`src/rtl/mem_stage.sv`:
```
// Memory stage: issues one data-memory request per load/store, stalls the pipeline
// until completion, and tracks sticky error and halt conditions.
module mem_stage #(
  parameter int TIMEOUT = 16,
  parameter int CNTW    = 5
) (
  input  logic        clk,
  input  logic        rst,
  input  logic [15:0] Addr,
  input  logic [15:0] WriteData,
  input  logic        MemRead,
  input  logic        MemWrite,
  input  logic        Halt,
  output logic        mem_req,
  output logic        mem_wr,
  output logic [15:0] mem_addr,
  output logic [15:0] mem_wdata,
  input  logic [15:0] mem_rdata,
  input  logic        mem_ready,
  output logic [15:0] MemOut,
  output logic        Stall,
  output logic        Err,
  output logic        Halted
);

  typedef enum logic [1:0] {IDLE, BUSY, DONE, ERR} state_t;

  state_t          state_q;
  state_t          state_d;
  logic [CNTW-1:0] cnt;
  logic            halt_pend;
  logic            stall_raw;
  logic            any_access;
  logic            bad_access;
  logic            valid_access;
  logic            cnt_last;

  assign any_access   = MemRead | MemWrite;
  assign bad_access   = any_access & ((MemRead & MemWrite) | Addr[0]);
  assign valid_access = (MemRead ^ MemWrite) & ~Addr[0] & ~Err & ~Halted;
  assign cnt_last     = (cnt == CNTW'(TIMEOUT - 1));

  // Once halted, even malformed accesses are ignored rather than flagged.
  always_comb begin
    state_d   = state_q;
    stall_raw = 1'b0;
    case (state_q)
      IDLE: begin
        if (!Halted) begin
          if (valid_access) begin
            state_d   = BUSY;
            stall_raw = 1'b1;
          end else if (bad_access) begin
            state_d = ERR;
          end
        end
      end
      BUSY: begin
        stall_raw = 1'b1;
        if (mem_ready) begin
          state_d = DONE;
        end else if (cnt_last) begin
          state_d = ERR;
        end
      end
      DONE:    state_d = IDLE;
      ERR:     state_d = ERR;
      default: state_d = IDLE;
    endcase
  end

  assign Stall = stall_raw & rst;

  always_ff @(posedge clk) begin
    if (!rst) begin
      state_q   <= IDLE;
      mem_req   <= 1'b0;
      mem_wr    <= 1'b0;
      mem_addr  <= 16'h0000;
      mem_wdata <= 16'h0000;
      MemOut    <= 16'h0000;
      Err       <= 1'b0;
      Halted    <= 1'b0;
      cnt       <= '0;
      halt_pend <= 1'b0;
    end else begin
      state_q <= state_d;
      mem_req <= (state_d == BUSY);
      case (state_q)
        IDLE: begin
          if (state_d == BUSY) begin
            mem_addr  <= {Addr[15:1], 1'b0};
            mem_wdata <= WriteData;
            mem_wr    <= MemWrite;
            cnt       <= '0;
            halt_pend <= Halt;
          end else if (state_d == ERR) begin
            Err <= 1'b1;
          end else if (Halt && !any_access) begin
            Halted <= 1'b1;
          end
        end
        BUSY: begin
          if (mem_ready) begin
            if (!mem_wr) begin
              MemOut <= mem_rdata;
            end
          end else if (cnt_last) begin
            Err <= 1'b1;
          end else begin
            cnt <= cnt + 1'b1;
          end
        end
        // A halt riding on an access takes effect only after that access retires.
        DONE: begin
          if (halt_pend) begin
            Halted <= 1'b1;
          end
          halt_pend <= 1'b0;
        end
        default: ;
      endcase
    end
  end

endmodule

```
`config.mk`:
```
export PLATFORM = sky130hd
export DESIGN_NAME = mem_stage
export DESIGN_NICKNAME = d
export VERILOG_FILES = /design/src/rtl/mem_stage.sv
export SDC_FILE = /design/constraint.sdc
export NUM_CORES = 1
export LEC_CHECK = 0
export CAP_MARGIN = 20
export CORE_UTILIZATION = 38
export DETAILED_ROUTE_END_ITERATION = 10
export GPL_ROUTABILITY_DRIVEN = 0
export PLACE_DENSITY = 0.74
export SLEW_MARGIN = 10
export SYNTH_ARGS = -nofsm -noshare
export SYNTH_HDL_FRONTEND = slang
export SYNTH_SLANG_ARGS = --single-unit
```
`constraint.sdc`:
```
create_clock -name clk -period 2.1 [get_ports clk]
set_clock_uncertainty 0.15 [all_clocks]
set_input_delay 0.525 -clock clk [delete_from_list [all_inputs] [get_ports clk]]
set_output_delay 0.525 -clock clk [all_outputs]
set_load 0.005 [all_outputs]
```
Yosys cells after proc, flatten, opt, wreduce, memory -nomap -nowiden --
Index checks and enable logic that the tools add are counted.
Word-level totals: register bits 59, bits of input ports 54, output and inout port bits 53, logic and storage cells 75
Cells by class: add/subtract/negate cells 1, equality and inequality tests 15, muxes and demuxes 25, bitwise logic cells 13, reductions and logical operators 11
Operator list (number):
- $ne A2 B2 Y1 const B | 9
- $mux W5 | 3
- $mux W1 | 11
- $mux W2 | 5
- $pmux W5 S2 | 1
- $reduce_and A5 Y1 | 2
- $pmux W1 S2 | 4
- $pmux W2 S4 | 1
- $and A1 B1 Y1 | 6
- $eq A2 B2 Y1 const B | 3
- $add A5 B1 Y5 const B | 1
- $eq A5 B4 Y1 const B | 1
- $eq A2 B1 Y1 const B | 2
- $not A1 Y1 | 4
- $reduce_and A2 Y1 | 2
- $reduce_and A4 Y1 | 1
- $reduce_bool A2 Y1 | 2
- $reduce_and A3 Y1 | 1
- $logic_not A2 Y1 | 1
- $or A1 B1 Y1 | 2
- $logic_and A1 B1 Y1 | 1
- $logic_not A1 Y1 | 1
- $xor A1 B1 Y1 | 1

Depth between registers and ports, before layout --
Gate-level depths: netlist of run 1.
depth after elaboration 11, gate-level depth with buffers 8, depth with buffers taken out 7

Worst setup path before layout of run 1 --
OpenSTA, ideal clock, no wires.
path type register to register, start register cnt[0], end register cnt[2], library setup time 72 ps, arrival 1837 ps, data required time 1878 ps, setup slack 42 ps, cell stages (with the launch flop) 8, path buffers 0, clock period less this slack 2058 ps, cells stage by stage dfxtp_1 ha_1 and3_1 ha_1 o31ai_1 o31ai_2 a311oi_1 mux2i_1
On the way: cells in the longest elaborated chain, start to end 7, elaborated cells on any way between the ends 12, those cells by class add/sub: 1; eq/ne: 4; mux: 6; reduce/logical: 1
Ends and longest elaborated chain:
- from (decl) | RTL line 30 | logic [CNTW-1:0] cnt;
- from (signal assigned) | RTL line 111 | cnt <= cnt + 1'b1;
- $eq A5 B4 Y1 | RTL line 41 | assign cnt_last = (cnt == CNTW'(TIMEOUT - 1));
- $mux W2 | RTL line 62 | end else if (cnt_last) begin
- $mux W2 | RTL line 60 | if (mem_ready) begin
- $pmux W2 S4 | RTL line 47 | case (state_q)
- $eq A2 B1 Y1 | RTL line 91 | if (state_d == BUSY) begin
- $ne A2 B2 Y1 (no line)
- $reduce_and A4 Y1 (no line)
Parallel ways exist; a longest one is shown, timed or not. The select of a mux whose other input is x is not followed. A chain may end at the register's enable or synchronous reset.

Worst setup path in the final report of run 1 --
start input port MemRead, end output port Stall
On the way: cells in the longest elaborated chain, start to end 8
Ends and longest elaborated chain:
- from (decl) | RTL line 11 | input logic MemRead,
- $xor A1 B1 Y1 | RTL line 40 | assign valid_access = (MemRead ^ MemWrite) & ~Addr[0] & ~Err & ~Halted;
- $and A1 B1 Y1 (3 in a row) | RTL line 40
- $mux W1 | RTL line 50 | if (valid_access) begin
- $mux W1 | RTL line 49 | if (!Halted) begin
- $pmux W1 S2 | RTL line 47
- $and A1 B1 Y1 | RTL line 72 | assign Stall = stall_raw & rst;
- to (decl) | RTL line 21 | output logic Stall,
Every way passes these cells.

==> reports/results.txt, run 1 <==
Top_reg_cell synth: dfxtp_1
Worst skew pair latency: 0.33 ns
Number of global-route vias before repair: 2128
Diodes inserted: 0
Power share of the clock group: 37.4%
Mapped Avg Cell Area: 8.54 um2
DIE HEIGHT: 82.2 um
Switching Share: 24.1%
Worst Hold Class: register to register
Pwr dens: 755 nW/um2
Placeable Area: 6060 um2
Root buf cell: clkbuf_8
Peak supply drop: 0.622 mV
Post-Syn Instances: 286
P_sw: 0.732 mW
Total Power: 3.04 mW
Outcome: finished, violations left
Max Clock Freq: 465 MHz
CP Capture Type: output port
Violated checks: negative setup slack
Crit path max-delay family: simple AND/OR/NAND/NOR gates
Routed WL: 6.31 mm
Final hold violation count: 0
Rows: 28
Synth area leader: dfxtp_1
DP Area: 3700 um2
Most frequent cells in the layout: 101 x nand2_1, 100 x clkdlybuf4s50_1, 58 x dfxtp_1
Largest net degree at the start of global routing: 65
FILL cells: 503
Drt first-iter violations: 60
CTS Sinks: 59
CP Cell Sequence: buf_8, inv_4, ha_4, nor3b_4, a21oi_2, nor3b_2, buf_2
Number of synthesized flops with an enable pin: 0
Clock buffer depth: 2
Top-Level Pins: 107
Dpl ws: -0.873 ns
Max-Cap Viols: 0
Clock-pin slew on the worst setup and hold paths: 0.06 ns
Routed wire length per instance: 12.9 um
RSZ-0062 raised after global routing: yes
Share of layout cells above drive strength 1: 15.2%
Layout area overhead: 64.7%
Final core utilization: 66.4%
First drt pass iteration count: 4
Slew Limit Headroom: 64.2%
Register share of total power: 41.3%
Gr ovfl total: 0
Hold_ws: 0.304 ns
Residual DRC: 0
Final period util: 102%
Synth async-reset ratio: 0%
Leak pwr: 1.46 nW
Vias per cell: 4.65
Distinct cells, synth: 32
Slowest CP cell: ha_4
CTS Buf Count: 9
Largest cells by area after synthesis: dfxtp_1 48%, nand2_1 16%, a21boi_0 13%
Overall die width: 82.2 um
First-pass GRT wire length: 9.66 mm
Register area share after synthesis: 48.3%
GRT Util Overall: 19.3%
Buf/Inv on CP: 3
TritonCTS clock tree: done
Reg2Reg Setup Slack: 0.08 ns
Yosys warns: 0
Syn nets: 344
Worst Path Arrival: 1.47 ns
Post-route cell area: 4030 um2
Detail Placement HPWL: 4.39 mm
Htree depth: 3
Post-DRT Antenna Nets: 0
Share of the synthesized area in the top cell type: 48.3%
Final setup viols: 1
Initial antenna violation count: 0
CP peak stage delay: 0.24 ns
Max Slew Vio Count: 0
DIE AREA: 6760 um2
Min Tclk post-route: 2.15 ns
Port Buffers: 105
Post-synthesis cell area: 2440 um2
Worst-Margin Slew: 0.536 ns
Seq cells post-synth: 59
NumNets Final: 470
CP Max Fanout: 2
Final worst slack: -0.0492 ns
Setup CP Type: primary input to output port
Initial core utilization: 40.3%
DR vias: 2278
Hold buffers post-CTS: 0
Commonest non-fill, non-tap cell in the layout: nand2_1
Worst setup SP type: primary input
Combinational share of power: 21.3%
CP required: 1.42 ns
P_int: 2.31 mW
-- worst paths after layout --
path                 start  cells past startpoint            end
min          mem_wdata[15]                      2  mem_wdata[15]
max reg2reg         cnt[0]                      8         cnt[3]
min reg2reg  mem_wdata[15]                      2  mem_wdata[15]
max                MemRead                      7          Stall
-- worst register-to-register path, stage by stage (launching register included) --
cell and delay (ns):
dfxtp_2 0.32, ha_2 0.18, and3_4 0.18, ha_4 0.17
o31ai_4 0.26, buf_4 0.15, nand4_1 0.10, a311oi_2 0.23
mux2i_1 0.22
-- synth_stat cells, drive strengths merged, types with 2 or more instances --
cell / number
nand3: 8
clkbuf: 13
a21oi: 3
inv: 7
a21boi: 50
and2: 3
buf: 6
and3: 2
nand2: 101
nor3: 2
nor3b: 3
ha: 4
mux2i: 5
o31ai: 2
dfxtp: 59
nand3b: 6
a311oi: 2
-- flip-flops by register name, summed over array words and instances (netlist names), 2 cells and up --
name and cells:
mem_wdata 16, cnt 5, mem_addr 15, state_q 2, MemOut 16
-- stage by stage --
| stage | setup TNS (ns) | instances |
|---|---|---|
| after floorplan | 0 | 286 |
| after global placement | -16.97 | 473 |
| after detailed placement | -19.13 | 473 |
| after CTS | -0.0745 | 489 |
| after global routing | -0.119 | 490 |
| final | -0.0492 | 490 |
-- metal layers --
metal	global-route usage [%]	routed length (um)
met5	0	0
met4	9.47	68
met3	5.05	448
met2	33.2	3100
met1	22.0	2700
-- repair_timing --
item | 4_1_cts | 5_1_grt
gates resized for setup | 21 | 13
setup endpoints to repair | 41 | 6
gates cloned | 0 | 0
setup buffers | 2 | 1
pin swaps | 5 | 5
-- logic make-up (layout without fill, tap and decap cells) --
group                    Yosys count  in the layout  synth area share [%]
flip-flops                        59             59                  48.3
buffers and inverters             26            155                  4.66
other                              1              1                 0.153
adder cells (fa/ha/maj)            4              4                  2.05
multiplexers                       5              5                  2.05
AO/OA/AOI/OAI                     61             61                  19.2
AND/OR/NAND/NOR                  130            130                  23.6
-- cell type report --
cell class	count	area, um2	area share (%)
repair buffers	134	1280	31.8
clock buffers	12	155	3.85
clock inverters	2	60.1	1.49
well taps	75	93.8	2.33
inverters	7	31.3	0.777
flip-flops and latches	59	1180	29.4
multi-input cells	201	1220	30.4
-- power groups by stage --
stage / sequential (mW) / combinational [mW] / clock (mW)
after floorplan: 1.27 / 0.258 / 0
after global placement: 1.27 / 0.607 / 0
after detailed placement: 1.27 / 0.616 / 0
after CTS: 1.25 / 0.631 / 1.17
after global routing: 1.26 / 0.710 / 1.22
final: 1.26 / 0.646 / 1.14
(Power assumes the default switching activity.)
==> run 2, diff against run 1 <==
Settings changed: GPL_TIMING_DRIVEN set to 0.
==> run 2 against run 1 <==
  * Critical path type unchanged
  * First-iteration DRC count rose by 62%
  * The run still ends with negative setup slack left
  * Die area did not move
  * Worst setup slack improved by 0.027 ns
  * Register-to-register slack got worse by 0.07 ns
  * Wire length fell by 2.6%
  * Fmax rose by 1.3%
  * Global-route usage fell by 0.16 points
==> reports/results.txt, run 2 (synthesis gave the netlist of run 1 again) <==
Routed WL: 6.15 mm (-2.6%)
Critical R2R Capture: cnt[2]
Most frequent cells in the layout: 101 x nand2_1, 100 x clkdlybuf4s50_1, 59 x dfxtp_1
Slew Limit Headroom: 54.6% (-9.6 points)
Port Buffers: 104 (-0.95%)
Worst setup SP type: primary input
Share of layout cells above drive strength 1: 10.9% (-4.3 points)
Final setup viols: 1 (unchanged)
Violated checks: negative setup slack
Clock-pin slew on the worst setup and hold paths: 0.06 ns (about the same)
Clock buffer depth: 2 (unchanged)
Min Tclk post-route: 2.12 ns (-0.0266 ns)
NumNets Final: 458 (-2.6%)
Final period util: 101% (-1.3 points)
Drt first-iter violations: 97 (+62%)
Post-DRT Antenna Nets: 0 (unchanged)
Gr ovfl total: 0 (unchanged)
CP Cell Sequence: buf_8, inv_4, ha_4, nor3b_4, a21oi_2, nor3b_2, buf_2
CP Capture Point: Stall
Dpl ws: -1.10 ns (-0.230 ns)
Biggest regs: MemOut: 16 flops, mem_wdata: 16 flops, mem_addr: 15 flops
Setup CP Type: primary input to output port
TritonCTS clock tree: done
Diodes inserted: 0 (unchanged)
First drt pass iteration count: 4 (unchanged)
Residual DRC: 0 (unchanged)
DIE HEIGHT: 82.2 um (unchanged)
Initial core utilization: 40.3% (unchanged)
Top-Level Pins: 107 (unchanged)
Htree depth: 3 (unchanged)
Crit path launch: MemWrite
Reg2Reg Depth: 7 (-1)
Commonest non-fill, non-tap cell in the layout: nand2_1
Root buf cell: clkbuf_8
Slowest CP cell: ha_4
GRT Util Overall: 19.1% (-0.16 points)
Worst skew pair latency: 0.32 ns (about the same)
Leak pwr: 1.38 nW (-5.6%)
Overall die width: 82.2 um (unchanged)
Rows: 28 (unchanged)
Initial antenna violation count: 0 (unchanged)
CP peak stage delay: 0.25 ns (about the same)
First-pass GRT wire length: 9.57 mm (-0.93%)
Reg2Reg Setup Slack: 0.01 ns (-0.07 ns)
Worst-Margin Slew: 0.678 ns (+0.142 ns)
Number of global-route vias before repair: 2116 (-0.56%)
Outcome: finished, violations left
CP Capture Type: output port
CP required: 1.42 ns (about the same)
Vias per cell: 4.73 (+1.8%)
CTS Sinks: 59 (unchanged)
DIE AREA: 6760 um2 (unchanged)
Routed wire length per instance: 12.8 um (-0.31%)
Largest net degree at the start of global routing: 11 (-83%)
Max Slew Vio Count: 0 (unchanged)
Max Clock Freq: 471 MHz (+1.3%)
Total Power: 2.95 mW (-2.8%)
Hold buffers post-CTS: 0 (unchanged)
FILL cells: 516 (+2.6%)
DR vias: 2267 (-0.48%)
Final worst slack: -0.0226 ns (+0.0266 ns)
Placeable Area: 6060 um2 (unchanged)
Worst Hold Class: primary input to register
Detail Placement HPWL: 4.44 mm (+1.2%)
Max-Cap Viols: 0 (unchanged)
RSZ-0062 raised after global routing: yes
CTS Buf Count: 9 (unchanged)
Pwr dens: 765 nW/um2 (+1.4%)
Worst Path Arrival: 1.45 ns (-0.02 ns)
Peak supply drop: 0.525 mV (-16%)
Layout area overhead: 58.0%
FF-to-FF Start: cnt[0]
CP Max Fanout: 3 (+1)
Final hold violation count: 0 (unchanged)
-- run 2: layer usage --
layer / global-route usage, % / up-vias / part of all wire, %
met5: 0 / - / 0
met4: 8.07 / 0 / 1.2
met3: 7.91 / 7 / 7.0
met2: 31.5 / 67 / 48
met1: 21.7 / 1026 / 44
li1: - / 1167 / -
-- run 2: area by class of cell --
type | count | area [um2] | share of cell area [%]
multi-input combinational | 201 | 1200 | 31.1
clock inverter | 5 | 77.6 | 2.01
tap | 75 | 93.8 | 2.43
clock buffer | 10 | 138 | 3.57
buffer | 17 | 92.6 | 2.40
timing repair buffer | 105 | 1050 | 27.2
sequential | 59 | 1180 | 30.6
inverter | 7 | 28.8 | 0.746
-- run 2: per-stage QoR --
stage	hold slack [ns]	util, %	TNS (ns)	area (um2)	cells
global route	0.284	63.7	-0.453	3860	479
finish	0.304	63.7	-0.0226	3860	479
detailed placement	0.299	59.0	-36.58	3580	465
floorplan	0.285	-	0	2440	286
global placement	0.291	59.0	-35.08	3580	465
CTS	0.300	63.4	-0.0860	3840	481
-- run 2: timing repair --
| item | in CTS | in global routing |
|---|---|---|
| resized for setup | 27 | 14 |
| setup endpoints to repair | 44 | 42 |
| setup buffers | 1 | 0 |
| pin swaps | 4 | 1 |
-- run 2: how the worst min path moves through the flow --
stage,startpoint,end,slack [ns],depth (start not counted)
after floorplan,cnt[4],cnt[4],0.28,2
after global placement,MemOut[15],MemOut[15],0.29,2
after detailed placement,mem_wdata[15],mem_wdata[15],0.30,2
after CTS,MemWrite,mem_wr,0.30,3
after global routing,MemWrite,mem_wr,0.28,3
final,MemWrite,mem_wr,0.30,3
-- run 2: power breakdown --
group | internal (mW) | switching [mW]
Combinational | 0.331 | 0.248
Sequential | 1.20 | 0.0546
Clock | 0.690 | 0.433
Total | 2.22 | 0.735
-- run 2: critical path: cells and delay by family --
kind	cells	cell delay (ns)
adders and majority gates	1	0.25
buffers and inverters	3	0.24
and+or+nand+nor	2	0.35
AOI/OAI and AO/OA	1	0.08
